### src/rtl/prv32_div_unit.sv
// Iterative restoring divider for RV32M DIV/DIVU/REM/REMU: one quotient bit per cycle,
// with single-cycle fast paths for divide-by-zero and signed overflow.
module prv32_div_unit (
  input  logic        clk,
  input  logic        rst,
  input  logic        start,
  input  logic        flush,
  input  logic [1:0]  op,
  input  logic [31:0] a,
  input  logic [31:0] b,
  output logic        busy,
  output logic        done,
  output logic [31:0] r
);

  typedef enum logic [1:0] {StIdle, StCalc, StDone} state_e;

  state_e      state_q, state_d;
  logic [31:0] p_q, p_d;
  logic [31:0] q_q, q_d;
  logic [31:0] d_q, d_d;
  logic [4:0]  cnt_q, cnt_d;
  logic        is_rem_q, is_rem_d;
  logic        neg_quo_q, neg_quo_d;
  logic        neg_rem_q, neg_rem_d;
  logic [31:0] r_q, r_d;
  logic        done_q, done_d;

  logic        is_signed;
  logic [31:0] a_mag, b_mag;
  logic [32:0] sh_p, trial;
  logic [31:0] step_p, step_q;

  // Partial remainder is always below the divisor, so 32 stored bits suffice; the 33rd bit
  // only exists in the shifted/trial value.
  always_comb begin
    sh_p   = {p_q, q_q[31]};
    trial  = sh_p - {1'b0, d_q};
    step_p = trial[32] ? sh_p[31:0] : trial[31:0];
    step_q = {q_q[30:0], ~trial[32]};
  end

  always_comb begin
    is_signed = ~op[0];
    a_mag     = (is_signed && a[31]) ? -a : a;
    b_mag     = (is_signed && b[31]) ? -b : b;
  end

  always_comb begin
    state_d   = state_q;
    p_d       = p_q;
    q_d       = q_q;
    d_d       = d_q;
    cnt_d     = cnt_q;
    is_rem_d  = is_rem_q;
    neg_quo_d = neg_quo_q;
    neg_rem_d = neg_rem_q;
    r_d       = r_q;

    if (flush) begin
      state_d = StIdle;
    end else begin
      unique case (state_q)
        StIdle, StDone: begin
          state_d = StIdle;
          if (start) begin
            is_rem_d  = op[1];
            neg_quo_d = is_signed & (a[31] ^ b[31]);
            neg_rem_d = is_signed & a[31];
            p_d       = '0;
            q_d       = a_mag;
            d_d       = b_mag;
            cnt_d     = '0;
            if (b == 32'd0) begin
              state_d = StDone;
              r_d     = op[1] ? a : 32'hFFFF_FFFF;
            end else if (is_signed && a == 32'h8000_0000 && b == 32'hFFFF_FFFF) begin
              state_d = StDone;
              r_d     = op[1] ? 32'd0 : 32'h8000_0000;
            end else begin
              state_d = StCalc;
            end
          end
        end
        StCalc: begin
          p_d   = step_p;
          q_d   = step_q;
          cnt_d = cnt_q + 5'd1;
          if (cnt_q == 5'd31) begin
            state_d = StDone;
            if (is_rem_q) r_d = neg_rem_q ? -step_p : step_p;
            else          r_d = neg_quo_q ? -step_q : step_q;
          end
        end
        default: state_d = StIdle;
      endcase
    end

    done_d = (state_d == StDone);
  end

  always_ff @(posedge clk) begin
    if (!rst) begin
      state_q   <= StIdle;
      p_q       <= '0;
      q_q       <= '0;
      d_q       <= '0;
      cnt_q     <= '0;
      is_rem_q  <= 1'b0;
      neg_quo_q <= 1'b0;
      neg_rem_q <= 1'b0;
      r_q       <= '0;
      done_q    <= 1'b0;
    end else begin
      state_q   <= state_d;
      p_q       <= p_d;
      q_q       <= q_d;
      d_q       <= d_d;
      cnt_q     <= cnt_d;
      is_rem_q  <= is_rem_d;
      neg_quo_q <= neg_quo_d;
      neg_rem_q <= neg_rem_d;
      r_q       <= r_d;
      done_q    <= done_d;
    end
  end

  assign busy = (state_q == StCalc);
  assign done = done_q;
  assign r    = r_q;

endmodule
### config.mk
export PLATFORM = sky130hd
export DESIGN_NAME = prv32_div_unit
export DESIGN_NICKNAME = d
export VERILOG_FILES = /design/src/rtl/prv32_div_unit.sv
export SDC_FILE = /design/constraint.sdc
export NUM_CORES = 1
export LEC_CHECK = 0
export CORE_MARGIN = 10
export CORE_UTILIZATION = 43
export CTS_CLUSTER_DIAMETER = 40
export DETAILED_ROUTE_END_ITERATION = 6
export PLACE_DENSITY = 0.6
export SETUP_SLACK_MARGIN = 0.1
export SYNTH_ARGS = -nofsm -noshare
export SYNTH_HDL_FRONTEND = slang
export SYNTH_SLANG_ARGS = --single-unit
### constraint.sdc
create_clock -name clk -period 10.6 [get_ports clk]
set_clock_uncertainty 0.1 [all_clocks]
set_input_delay 2.12 -clock clk [delete_from_list [all_inputs] [get_ports clk]]
set_output_delay 2.12 -clock clk [all_outputs]
set_load 0.01 [all_outputs]
After elaboration in Yosys (flattened, before gate mapping)
Index checks and enable logic that the tools add are counted.
- bitwise operators: 6
- muxes and demuxes: 25
- add/subtract/negate cells: 6
- reductions and logical operators: 11
- eq/ne operators: 9
- operators with widths (cell ; count):
    $mux 32 ; 14
    $pmux 32 s2 ; 3
    $neg 32->32 ; 4
    $eq 32x32->1 const B ; 2
    $sub 33x32->33 ; 1
    $logic_not 32->1 ; 1
    $mux 2 ; 5
    $pmux 5 s2 ; 1
    $reduce_and 3->1 ; 2
    $add 5x1->5 const B ; 1
    $eq 5x5->1 const B ; 1
    $mux 5 ; 1
    $reduce_and 5->1 ; 1
    $eq 2x2->1 const B ; 2
    $logic_and 1x1->1 ; 4
    $pmux 2 s2 ; 1
    $ne 3x3->1 const B ; 1
    $not 1->1 ; 3
    $and 1x1->1 ; 2
    $eq 2x1->1 const B ; 1
    $logic_not 2->1 ; 1
    $ne 2x1->1 const B ; 1
    $ne 2x2->1 const B ; 1
    $reduce_bool 2->1 ; 1
    2 further kinds ; 2
- bits in registers: 139
- input bits: 70
- output and inout bits: 34

Logic depth before layout (Yosys ltp)
Gate-level depths: netlist of the first run.
- depth in word-level cells: 9
- depth in mapped cells: 25
- mapped depth without buffers: 23

Worst setup path before layout of the first run
No wires, ideal clock.
- kind: flip-flop to flip-flop
- start point: register q_q[31]
- end point: register r_q[30], in the netlist r[30]
- arrival: 5046 ps
- cell stages (with the launch flop): 26
- slack: 5323 ps
- setup time: 131 ps
- cells stage by stage: dfxtp_1 -> inv_1 -> ha_1 -> inv_1 -> fa_1 -> a211oi_1 -> o211ai_1 -> nand3_1 -> a21oi_2 -> nor3_4 -> nor2_1 -> inv_2 -> buf_2 -> buf_1 -> ha_1 -> or3b_2 -> nor4_1 -> nand3b_1 -> or2_2 -> o41ai_1 -> xor2_1 -> nor2_1 -> a31oi_1 -> o31ai_1 -> a211oi_1 -> o22ai_1
- cells in the longest elaborated chain, start to end: 7
- RTL lines (what ; RTL line ; source):
    from (decl) ; 20 ; logic [31:0] q_q, q_d;
    from (signal assigned) ; 117 ; q_q <= q_d;
    $sub 33x32->33 ; 38 ; trial = sh_p - {1'b0, d_q};
    $mux 32 or $not 1->1 (tied branches) ; 39, 40 ;
    $neg 32->32 (on tied branches) ; 91, 92 ;
    $mux 32 (on tied branches) ; 91, 92 ;
    $mux 32 (*) ; 91 ; if (is_rem_q) r_d = neg_rem_q ? -step_p : step_p;
    $mux 32 (*) ; 89 ; if (cnt_q == 5'd31) begin
    $pmux 32 s2 (*) ; 63 ; unique case (state_q)
    to (signal assigned) ; 123 ; r_q <= r_d;
    to (decl) ; 26 ; logic [31:0] r_q, r_d;
Mark *: on every way between the ends. The rest lies on a longest branch, timed or not. The select of a mux whose other input is x is not followed.
A chain may end at the register's enable or synchronous reset.

Worst setup path in the final report of the first run
Ends and elaborated chain as after synthesis.

==> results of run 1 <==
-- placed cells by master, fill, tap and decap left out, types with 30 or more instances in the layout --
| cell type | Yosys | layout |
|---|---|---|
| nor2_1 | 225 | 223 |
| a21oi_1 | 162 | 162 |
| dfxtp_1 | 139 | 139 |
| o21ai_0 | 112 | 112 |
| clkdlybuf4s50_1 | 0 | 103 |
| nand2_1 | 100 | 100 |
| xnor2_1 | 68 | 68 |
| inv_1 | 61 | 61 |
| a211oi_1 | 61 | 61 |
| xor2_1 | 59 | 59 |
| ha_1 | 39 | 39 |
| nor3_1 | 35 | 34 |
| or3_1 | 30 | 30 |
-- kinds of logic (layout without fill, tap and decap cells) --
| group | after synthesis | after routing |
|---|---|---|
| mux | 32 | 32 |
| compound gates | 516 | 516 |
| simple gates | 534 | 534 |
| xor+xnor | 127 | 127 |
| flops | 139 | 139 |
| fa+ha+maj | 40 | 40 |
| buf+inv | 159 | 215 |
-- power breakdown --
group | total [mW] | internal, mW | switching, mW | leakage [nW]
sequential | 0.565 | 0.543 | 0.0220 | 1.13
combinational | 0.386 | 0.145 | 0.242 | 3.26
clock | 0.609 | 0.349 | 0.261 | 0.287
total | 1.56 | 1.04 | 0.524 | 4.68
-- routing by layer --
| layer | up-vias | global-route usage, % | wire (µm) |
|---|---|---|---|
| li1 | 5732 | - | - |
| met1 | 5594 | 31.7 | 18500 |
| met2 | 460 | 36.2 | 17900 |
| met3 | 52 | 3.82 | 2680 |
| met4 | 0 | 6.77 | 838 |
| met5 | - | 0 | 0 |
-- area by class of cell --
cell class | count | area share (%)
sequential | 139 | 21.3
timing repair buffer | 119 | 8.81
multi-input combinational | 1249 | 60.3
inverter | 64 | 1.85
tap | 335 | 3.21
clock inverter | 12 | 0.967
clock buffer | 20 | 3.57
-- worst reg2reg max path: stages (launching register included) --
cell	delay (ns)
dfxtp_1	0.32
inv_1	0.08
ha_1	0.18
inv_1	0.06
fa_1	0.42
a211oi_1	0.33
o211ai_1	0.21
nand3_1	0.18
a21oi_2	0.11
nor3_4	0.31
nor2_4	0.05
inv_2	0.46
ha_1	0.28
or3b_2	0.50
nor4_1	0.54
nand3b_1	0.32
or2_2	0.41
o41ai_1	0.41
xor2_1	0.18
nor2_1	0.07
a31oi_1	0.15
o31ai_1	0.09
a211oi_1	0.28
o22ai_1	0.11
-- how the worst min path moves through the flow --
| stage | to | slack (ns) | startpoint |
|---|---|---|---|
| finish | d_q[31] | 0.36 | d_q[31] |
| global route | d_q[0] | 0.38 | d_q[0] |
| CTS | d_q[31] | 0.37 | d_q[31] |
| detailed placement | d_q[31] | 0.36 | d_q[31] |
| global placement | d_q[31] | 0.34 | d_q[31] |
| floorplan | d_q[31] | 0.33 | d_q[31] |
-- flip-flops by register name, summed over array words and instances (netlist names) --
register   count
neg_quo_q      1
neg_rem_q      1
r             32
q_q           32
p_q           32
state_q        2
d_q           32
is_rem_q       1
done           1
cnt_q          5
==> results.md, run 1 <==
* Crit path from: q_q[31]
* Grt total ovfl at 0
* Total core area at 0.0259 mm²
* Place WS at 4.05 ns
* Prevailing post-synth register cell: dfxtp_1
* Synth Cell Area at 0.0113 mm²
* HPWL after DPL at 30000 µm
* Largest family of logic cells by synthesized area: compound AO/OA/AOI/OAI gates
* Largest cells by area after synthesis: dfxtp_1 25%, nor2_1 7.5%, a21oi_1 7.2%
* Post-synthesis cell type count at 89
* Max VDD drop at 89.6 µV
* Syn_nets at 1657
* Mux share of post-synthesis cell area at 2.92%
* Sequential cell area at 0.00278 mm²
* Rows at 59
* Synthesized flop and latch total at 139
* Layout cells sized above 1 at 5.93%
* Final Critical Period at 6.30 ns
* Hold Buf Count CTS at 0
* Complex-gate fraction of the synthesized area at 29.6%
* Nets at 1700
* Final setup margin at 4.30 ns
* Violation count after the first detailed-routing iteration at 1122
* Setup Buffers After CTS at 0
* Post-Syn Instances at 1547
* PortBufs at 103
* Sum Neg Setup Slack at 0 ns
* Resized cells post-CTS at 0
* Fmax at 159 MHz
* Drt via density at 6.11
* Post-layout util at 50.4%
* EDFF count, synth at 0
* Final Setup Violations at 0
* Routed len/inst at 20.6 µm
* Worst skew pair latency at 0.44 ns
* Normalized max-slew margin at 26.1%
* CP max-delay cell: nor4_1
* Worst Tran Pin Value at 1.11 ns
* Adder-cell share of the synthesized area at 4.51%
* Yosys warnings at 0
* WP data required at 10.78 ns
* Buf/Inv on CP at 3
* First-pass GRT wire length at 62100 µm
* Layout fillers at 2619
* CP Depth at 23
* Syn Area/Cell at 7.28 µm²
* Hold Violations, Final at 0
* Final instance area at 0.0131 mm²
* Drt drc at 0
* Area occupied by multi-input gates at 0.00788 mm²
* Final worst-path cycle share at 59.4%
* Crit path capture: r[30]
* Reg-to-reg endpoint: r[30]
* Layout Cells excl Fill at 1938
* Worst R2R Path Depth at 23
* Post-Synth Simple-Gate Area at 22.7%
* Chip height at 182 µm
* Total chip power at 1.56 mW
* Largest area contributor in the netlist: dfxtp_1
* CTS tree: built
* Starting density of the core at 43.4%
* XOR/XNOR share of the synthesized area at 9.88%
* Top cell type's share of synthesized area at 24.7%
* Fin. max-slew vios at 0
* Outcome: finished clean
* Unrepaired setup endpoints after global routing: false
* Initial antenna violation count at 0
* DRT Pass-1 Iters at 5
* CTS Root Cell: clkbuf_16
* Num CTS Buffers at 17
* Antenna diode instance count at 0
* Static leakage at 4.68 nW
* Startpoint types: flop
* PwrDens at 119 mW/mm²
* CTS max path bufs at 2
* CP delay by family, top: simple AND/OR/NAND/NOR gates
* Maxcap violations at 0
* Critical path's largest stage delay at 0.54 ns
* Arr. time, crit path at 6.47 ns
* Dpl cells at 1906
* Hold Crit Class: reg2reg
* Ordered cell list for the critical path: inv_1, ha_1, inv_1, fa_1, a211oi_1, o211ai_1, nand3_1, a21oi_2, nor3_4, nor2_4, inv_2, ha_1, or3b_2, nor4_1, nand3b_1, or2_2, o41ai_1, xor2_1, nor2_1, a31oi_1, o31ai_1, a211oi_1, o22ai_1
* Sequential share of the synthesized area at 24.7%
* Placed cell area at 0.0125 mm²
* H-tree Lvls at 4
* Die width at 182 µm
* Flop2flop setup slack at 4.30 ns
* Top post-synthesis cells by count: 225 x nor2_1, 162 x a21oi_1, 139 x dfxtp_1
* Antenna-violating nets left at 0
* I/O pin count at 104
* Pin count of the biggest net entering global routing at 102
* Routed vias at 11.8k
* GRT Overall Usage at 23.1%
* Ys async rst share at 0%
* Die area at 0.0330 mm²
* Critical path peak fanout at 32
* CP Class: reg2reg
* Clk slew on worst S/H paths at 0.07 ns
* Sinks on Clock Net at 139
* GPL Wtd Cong at 0.917
* Area delta synth->final at 16.1%
* Worst hold slack at 0.363 ns
* Drt total wl at 39900 µm
* Most frequent cell after synthesis: nor2_1
* Number of global-route vias before repair at 11.0k
* Hold path cells at 2
* Reg-to-reg startpoint: q_q[31]
* Worst setup EP type: flop
No activity file was read; power rests on OpenSTA's default activity.
==> run 2, diff against run 1 <==
Clock period 10.6 ns to 5.87 ns, I/O delays scaled along.
==> results.md, run 2 (synthesis results as in run 1) <==
* Hold path cells at 2 (unchanged)
* Drt drc at 0 (unchanged)
* Final Critical Period at 5.36 ns (-0.932 ns)
* CP delay by family, top: simple AND/OR/NAND/NOR gates
* Share of power burned in registers at 35.9% (-0.3 points)
* Net Sw Power at 0.958 mW (+83%)
* Hold Buf Count CTS at 0 (unchanged)
* Clk slew on worst S/H paths at 0.07 ns (about the same)
* Number of global-route vias before repair at 11.1k (+0.87%)
* Pin count of the biggest net entering global routing at 101 (-0.98%)
* Drt total wl at 40200 µm (+0.89%)
* Rows at 59 (unchanged)
* Final setup margin at 0.507 ns (-3.80 ns)
* Hold Crit Class: reg2reg
* CP max-delay cell: or3b_2
* Flop2flop setup slack at 0.51 ns (-3.80 ns)
* Layout cells sized above 1 at 6.51% (+0.59 points)
* Commonest non-fill, non-tap cells in the layout: 223 x nor2_1, 162 x a21oi_1, 139 x dfxtp_1
* Drt via density at 6.10 (-0.13%)
* Starting density of the core at 43.4% (unchanged)
* Static leakage at 4.72 nW (+0.88%)
* Routed len/inst at 20.7 µm (+0.42%)
* Violation count after the first detailed-routing iteration at 1166 (+3.9%)
* Reg-to-reg startpoint: q_q[31]
* Total chip power at 2.84 mW (+82%)
* Ordered cell list for the critical path: inv_1, ha_1, inv_1, fa_1, a211oi_1, o211ai_1, nand3_1, a21oi_2, nor3_4, nor2_4, inv_2, ha_1, or3b_2, nor4_4, nand3b_1, or2_2, o41ai_2, xor2_1, nor2_1, a31oi_1, o31ai_1, a211oi_1, o22ai_1
* Worst setup EP type: flop
* Met3 WL at 2480 µm (-7.3%)
* Dpl cells at 1914 (+0.42%)
* Max VDD drop at 185 µV (+110%)
* Final worst-path cycle share at 91.4% (+32 points)
* PwrDens at 216 mW/mm² (+81%)
* Nets at 1709 (+0.53%)
* Fin. max-slew vios at 0 (unchanged)
* WP data required at 6.06 ns (-4.72 ns)
* Total core area at 0.0259 mm² (unchanged)
* Critical path's largest stage delay at 0.52 ns (-0.02 ns)
* Layout Cells excl Fill at 1947 (+0.46%)
* Fmax at 186 MHz (+17%)
* PortBufs at 103 (unchanged)
* Internal power at 1.88 mW (+82%)
* CTS tree: built
* Worst Min Path Start: d_q[31]
* Startpoint types: flop
* Buf/Inv on CP at 3 (unchanged)
* Num CTS Buffers at 17 (unchanged)
* Maxcap violations at 0 (unchanged)
* Critical path peak fanout at 6 (-81%)
* CTS Root Cell: clkbuf_16
* Grt total ovfl at 0 (unchanged)
* Area delta synth->final at 16.8%
* Initial antenna violation count at 1 (+1)
* Die area at 0.0330 mm² (unchanged)
* CTS max path bufs at 2 (unchanged)
* Worst skew pair latency at 0.44 ns (about the same)
* Outcome: finished clean
* CP Class: reg2reg
* GPL Wtd Cong at 0.914 (-0.28%)
* DRT Pass-1 Iters at 5 (unchanged)
* Switching Fraction at 33.7% (+0.15 points)
* Normalized max-slew margin at 24.5% (-1.6 points)
* Hold Violations, Final at 0 (unchanged)
* Worst R2R Path Depth at 23 (unchanged)
* Chip height at 182 µm (unchanged)
* GRT Overall Usage at 23.4% (+0.29 points)
* Clk network pwr share at 39.2% (+0.2 points)
* HPWL after DPL at 30400 µm (+1.2%)
* Met2 routed WL at 18000 µm (+0.82%)
* Sum Neg Setup Slack at 0 ns (unchanged)
* H-tree Lvls at 4 (unchanged)
* Reg-to-reg endpoint: r[30]
* Commonest non-fill, non-tap cell in the layout: nor2_1
* DR top layer: met5
* First-pass GRT wire length at 62900 µm (+1.4%)
* Combinational share of power at 24.9% (about the same)
* Arr. time, crit path at 5.55 ns (-0.92 ns)
* Worst Tran Pin Value at 1.13 ns (+0.0236 ns)
* Unrepaired setup endpoints after global routing: false
* Sinks on Clock Net at 139 (unchanged)
* Die width at 182 µm (unchanged)
* Routed vias at 11.9k (+0.34%)
* Antenna-violating nets left at 0 (unchanged)
* Worst Hold End: d_q[31]
* WL met1 at 18800 µm (+1.7%)
* Final Setup Violations at 0 (unchanged)
* Antenna diode instance count at 0 (unchanged)
* Place WS at 0.331 ns (-3.72 ns)
* I/O pin count at 104 (unchanged)
==> run 2: cell count changes in the layout (fill, tap and decap cells not counted) <==
cell / change
buf_4: +9
clkbuf_8: -3
bufinv_16: +1
clkbuf_1: +1
clkinv_2: +1
clkinvlp_4: +1
inv_6: -1
nor4_1: -1
nor4_2: +1
o41ai_1: -1
o41ai_2: +1
==> run 2: worst max-delay path by stage <==
stage             from  endpoint  depth (start not counted)  slack, ns
3_3_place_gp     a[23]     r[25]                         11       0.38
4_1_cts        q_q[31]     r[30]                         23       0.29
2_1_floorplan  q_q[31]     r[30]                         25       0.59
5_1_grt        q_q[31]     r[18]                         20       0.12
3_5_place_dp   q_q[31]     r[30]                         23       0.33
6_report       q_q[31]     r[30]                         23       0.51
==> run 2: what timing repair did <==
item,in CTS,in global routing
setup endpoints to repair,0,1
setup buffers,0,1
resized for setup,0,3
==> run 2: tightest hold or removal path, stage by stage, from the launching register on <==
cell and delay [ns]:
dfxtp_1 0.31, nand2_1 0.05, a21oi_1 0.05
==> run 2: cell type report <==
cell class                 instances  area, µm²
clock inverter                    14        160
fill                            2570      12800
multi-input combinational       1249       7900
clock buffer                      18        429
tap                              335        419
sequential                       139       2780
timing repair buffer             128       1220
inverter                          64        241
==> run 2: stage by stage <==
stage,instance area [µm²],hold WS [ns],utilization [%]
after CTS,13100,0.358,50.6
after global routing,13100,0.375,50.7
final,13100,0.356,50.7
after detailed placement,12500,0.346,48.4
after floorplan,11300,0.332,-
after global placement,12500,0.342,48.4
==> run 2: per-layer routing <==
metal  vias up  global-route usage [%]
li1       5762                       -
met1      5617                    32.6
met2       433                    36.4
met3        64                    3.32
met4         2                    6.93
met5         -                       0
==> run 2: power by group through the flow <==
stage | Sequential (mW) | Combinational [mW] | Clock [mW]
after detailed placement | 1.04 | 0.688 | 0
after global placement | 1.04 | 0.686 | 0
final | 1.02 | 0.707 | 1.11
after CTS | 1.02 | 0.692 | 1.13
after global routing | 1.02 | 0.772 | 1.16
after floorplan | 1.03 | 0.469 | 0
==> run 3, diff against run 2 <==
Settings changed: ABC_AREA from default to 1, PLACE_DENSITY 0.6 to 0.59.
==> results.md, run 3 <==
* Outcome: finished clean
* Die area at 0.0369 mm² (+12%)
* Largest area contributor in the netlist: dfxtp_1
* Hold Buf Count CTS at 0 (unchanged)
* Hold Crit Class: reg2reg
* Largest cells by area after synthesis: dfxtp_1 22%, nand2_1 21%, inv_1 8.7%
* Worst Tran Pin Value at 1.10 ns (-0.0326 ns)
* Syn Area/Cell at 5.67 µm² (-22%)
* GRT Overall Usage at 25.3% (+2.0 points)
* Post-layout util at 50.2% (-0.59 points)
* Final Setup Violations at 0 (unchanged)
* First-pass GRT wire length at 74100 µm (+18%)
* DRT Pass-1 Iters at 6 (+1)
* Unrepaired setup endpoints after global routing: false
* Placed cell area at 0.0140 mm² (+11%)
* Sinks on Clock Net at 139 (unchanged)
* Drt via density at 5.40 (-11%)
* Drt total wl at 47200 µm (+17%)
* Switching Fraction at 38.6% (+4.8 points)
* Dpl cells at 2656 (+39%)
* Flop2flop setup slack at 0.86 ns (+0.35 ns)
* Layout cells sized above 1 at 4.43% (-2.1 points)
* Routed vias at 14.5k (+22%)
* Num CTS Buffers at 17 (unchanged)
* Worst R2R Path Depth at 29 (+26%)
* HPWL after DPL at 36400 µm (+20%)
* Critical path's largest stage delay at 0.44 ns (-0.08 ns)
* Sum Neg Setup Slack at 0 ns (unchanged)
* Max VDD drop at 202 µV (+9.2%)
* Reg-to-reg endpoint: r[30]
* Area delta synth->final at 14.0%
* EDFF count, synth at 0 (unchanged)
* Pin count of the biggest net entering global routing at 94 (-6.9%)
* CTS Root Cell: clkbuf_16
* H-tree Lvls at 4 (unchanged)
* Worst skew pair latency at 0.44 ns (about the same)
* Normalized max-slew margin at 26.7% (+2.2 points)
* Internal power at 1.82 mW (-3.5%)
* Final instance area at 0.0145 mm² (+10%)
* Total core area at 0.0289 mm² (+12%)
* Syn_nets at 2353 (+42%)
* Initial antenna violation count at 1 (unchanged)
* Prevailing post-synth register cell: dfxtp_1
* Combinational share of power at 30.0% (+5.1 points)
* Net Sw Power at 1.14 mW (+19%)
* Most common cell on crit path: nand2_1
* Fmax at 199 MHz (+7.0%)
* Static leakage at 6.95 nW (+47%)
* Fin. max-slew vios at 0 (unchanged)
* Arr. time, crit path at 5.18 ns (-0.37 ns)
* PwrDens at 204 mW/mm² (-5.7%)
* GPL Wtd Cong at 0.959 (+4.9%)
* Resized cells post-CTS at 0 (unchanged)
* Antenna diode instance count at 0 (unchanged)
* Post-Syn Instances at 2243 (+45%)
* Yosys warnings at 0 (unchanged)
* Reg-to-reg startpoint: q_q[31]
* CTS max path bufs at 2 (unchanged)
* Starting density of the core at 44.0% (+0.55 points)
* Most frequent cell after synthesis: nand2_1
* Rows at 62 (+5.1%)
* Clk network pwr share at 35.7% (-3.5 points)
* Worst hold slack at 0.362 ns (+0.00660 ns)
* Top cell type's share of synthesized area at 21.9% (-2.9 points)
* Post-synthesis cell type count at 50 (-44%)
* Routed len/inst at 17.6 µm (-15%)
* Final Critical Period at 5.01 ns (-0.349 ns)
* Critical path peak fanout at 35 (+29)
* Startpoint types: flop
* Commonest non-fill, non-tap cells in the layout: 701 x nand2_1, 295 x inv_1, 228 x nor2_1
* Chip height at 192 µm (+5.6%)
* Layout Cells excl Fill at 2688 (+38%)
* Violation count after the first detailed-routing iteration at 1470 (+26%)
* CP Class: reg2reg
* Die width at 192 µm (+5.6%)
* Setup Buffers After CTS at 0 (unchanged)
* Sequential share of the synthesized area at 21.9% (-2.9 points)
* Worst Hold End: r[26]
* Grt total ovfl at 0 (unchanged)
* Top post-synthesis cells by count: 701 x nand2_1, 296 x inv_1, 232 x nor2_1
* Ys async rst share at 0% (unchanged)
* Worst setup EP type: flop
* CP max-delay cell: fa_1
* Nets at 2401 (+40%)
* Number of global-route vias before repair at 13.3k (+20%)
* Hold path cells at 2 (unchanged)
* Share of power burned in registers at 34.3% (-1.6 points)
* CTS tree: built
* Hold Violations, Final at 0 (unchanged)
* Drt drc at 0 (unchanged)
* WP data required at 6.04 ns (-0.02 ns)
* Synth Cell Area at 0.0127 mm² (+13%)
* Final worst-path cycle share at 85.4% (-5.9 points)
* Clk slew on worst S/H paths at 0.07 ns (about the same)
* Worst Min Path Start: r[26]
* Synthesized flop and latch total at 139 (unchanged)
* PortBufs at 103 (unchanged)
* Commonest non-fill, non-tap cell in the layout: nand2_1
* Maxcap violations at 0 (unchanged)
* Antenna-violating nets left at 0 (unchanged)
* I/O pin count at 104 (unchanged)
## run 3: cell count changes in the layout (fill, tap and decap cells not counted), sizes merged, moves of 48 or more
cell    before  now
nand2      101  723
inv         68  305
nand3       19  140
a211oi      63    1
a21oi      163  218
xnor2       68   20
## run 3: kinds of logic after synthesis
| logic type | synth area share [%] |
|---|---|
| and+or+nand+nor | 39.5 |
| AOI/OAI and AO/OA | 18.4 |
| buffers and inverters | 12.3 |
| DFF | 21.9 |
| xor gates and xnor gates | 3.85 |
| adders and majority gates | 3.99 |
## run 3: worst max path at each step
stage | endpoint | cells past startpoint | slack (ns) | start
6_report | r[30] | 29 | 0.86 | q_q[31]
3_3_place_gp | r[17] | 18 | 0.96 | a[0]
2_1_floorplan | r[30] | 30 | 1.90 | q_q[31]
4_1_cts | r[30] | 29 | 0.92 | q_q[31]
5_1_grt | r[28] | 29 | 0.31 | q_q[31]
3_5_place_dp | r[17] | 18 | 0.95 | a[0]
## run 3: stage by stage
| stage | setup WS (ns) | power, mW |
|---|---|---|
| finish | 0.856 | 2.96 |
| CTS | 0.919 | 2.95 |
| detailed placement | 0.949 | 1.90 |
| global placement | 0.956 | 1.89 |
| global route | 0.305 | 3.11 |
| floorplan | 1.90 | 1.61 |
## run 3: routing by layer
| metal | share of wire (%) | track usage [%] | wire length (µm) |
|---|---|---|---|
| met1 | 47 | 36.2 | 22400 |
| met2 | 43 | 37.8 | 20100 |
| met3 | 7.8 | 5.08 | 3700 |
| met4 | 2.1 | 6.74 | 992 |
| met5 | 0.028 | 0 | 13 |
## run 3: area by class of cell
class / instances / area, µm²
multi-input cells: 1710 / 8400
well taps: 384 / 480
clock inverters: 15 / 134
repair buffers: 119 / 1150
flip-flops and latches: 139 / 2780
fillers: 3130 / 14400
inverters: 304 / 1140
clock buffers: 17 / 425
## run 3: power groups by stage
stage	Sequential [mW]	Combinational [mW]	Clock, mW
floorplan	1.02	0.588	0
global placement	1.03	0.861	0
detailed placement	1.03	0.863	0
CTS	1.01	0.868	1.07
global route	1.02	0.984	1.11
finish	1.01	0.885	1.06
## run 3: worst max-delay path: cells and delay by family, from the launching register on
family,cells,cell delay (ns)
flops,1,0.30
buf+inv,2,0.15
fa+ha+maj,3,0.85
simple gates,18,2.52
compound gates,6,0.91
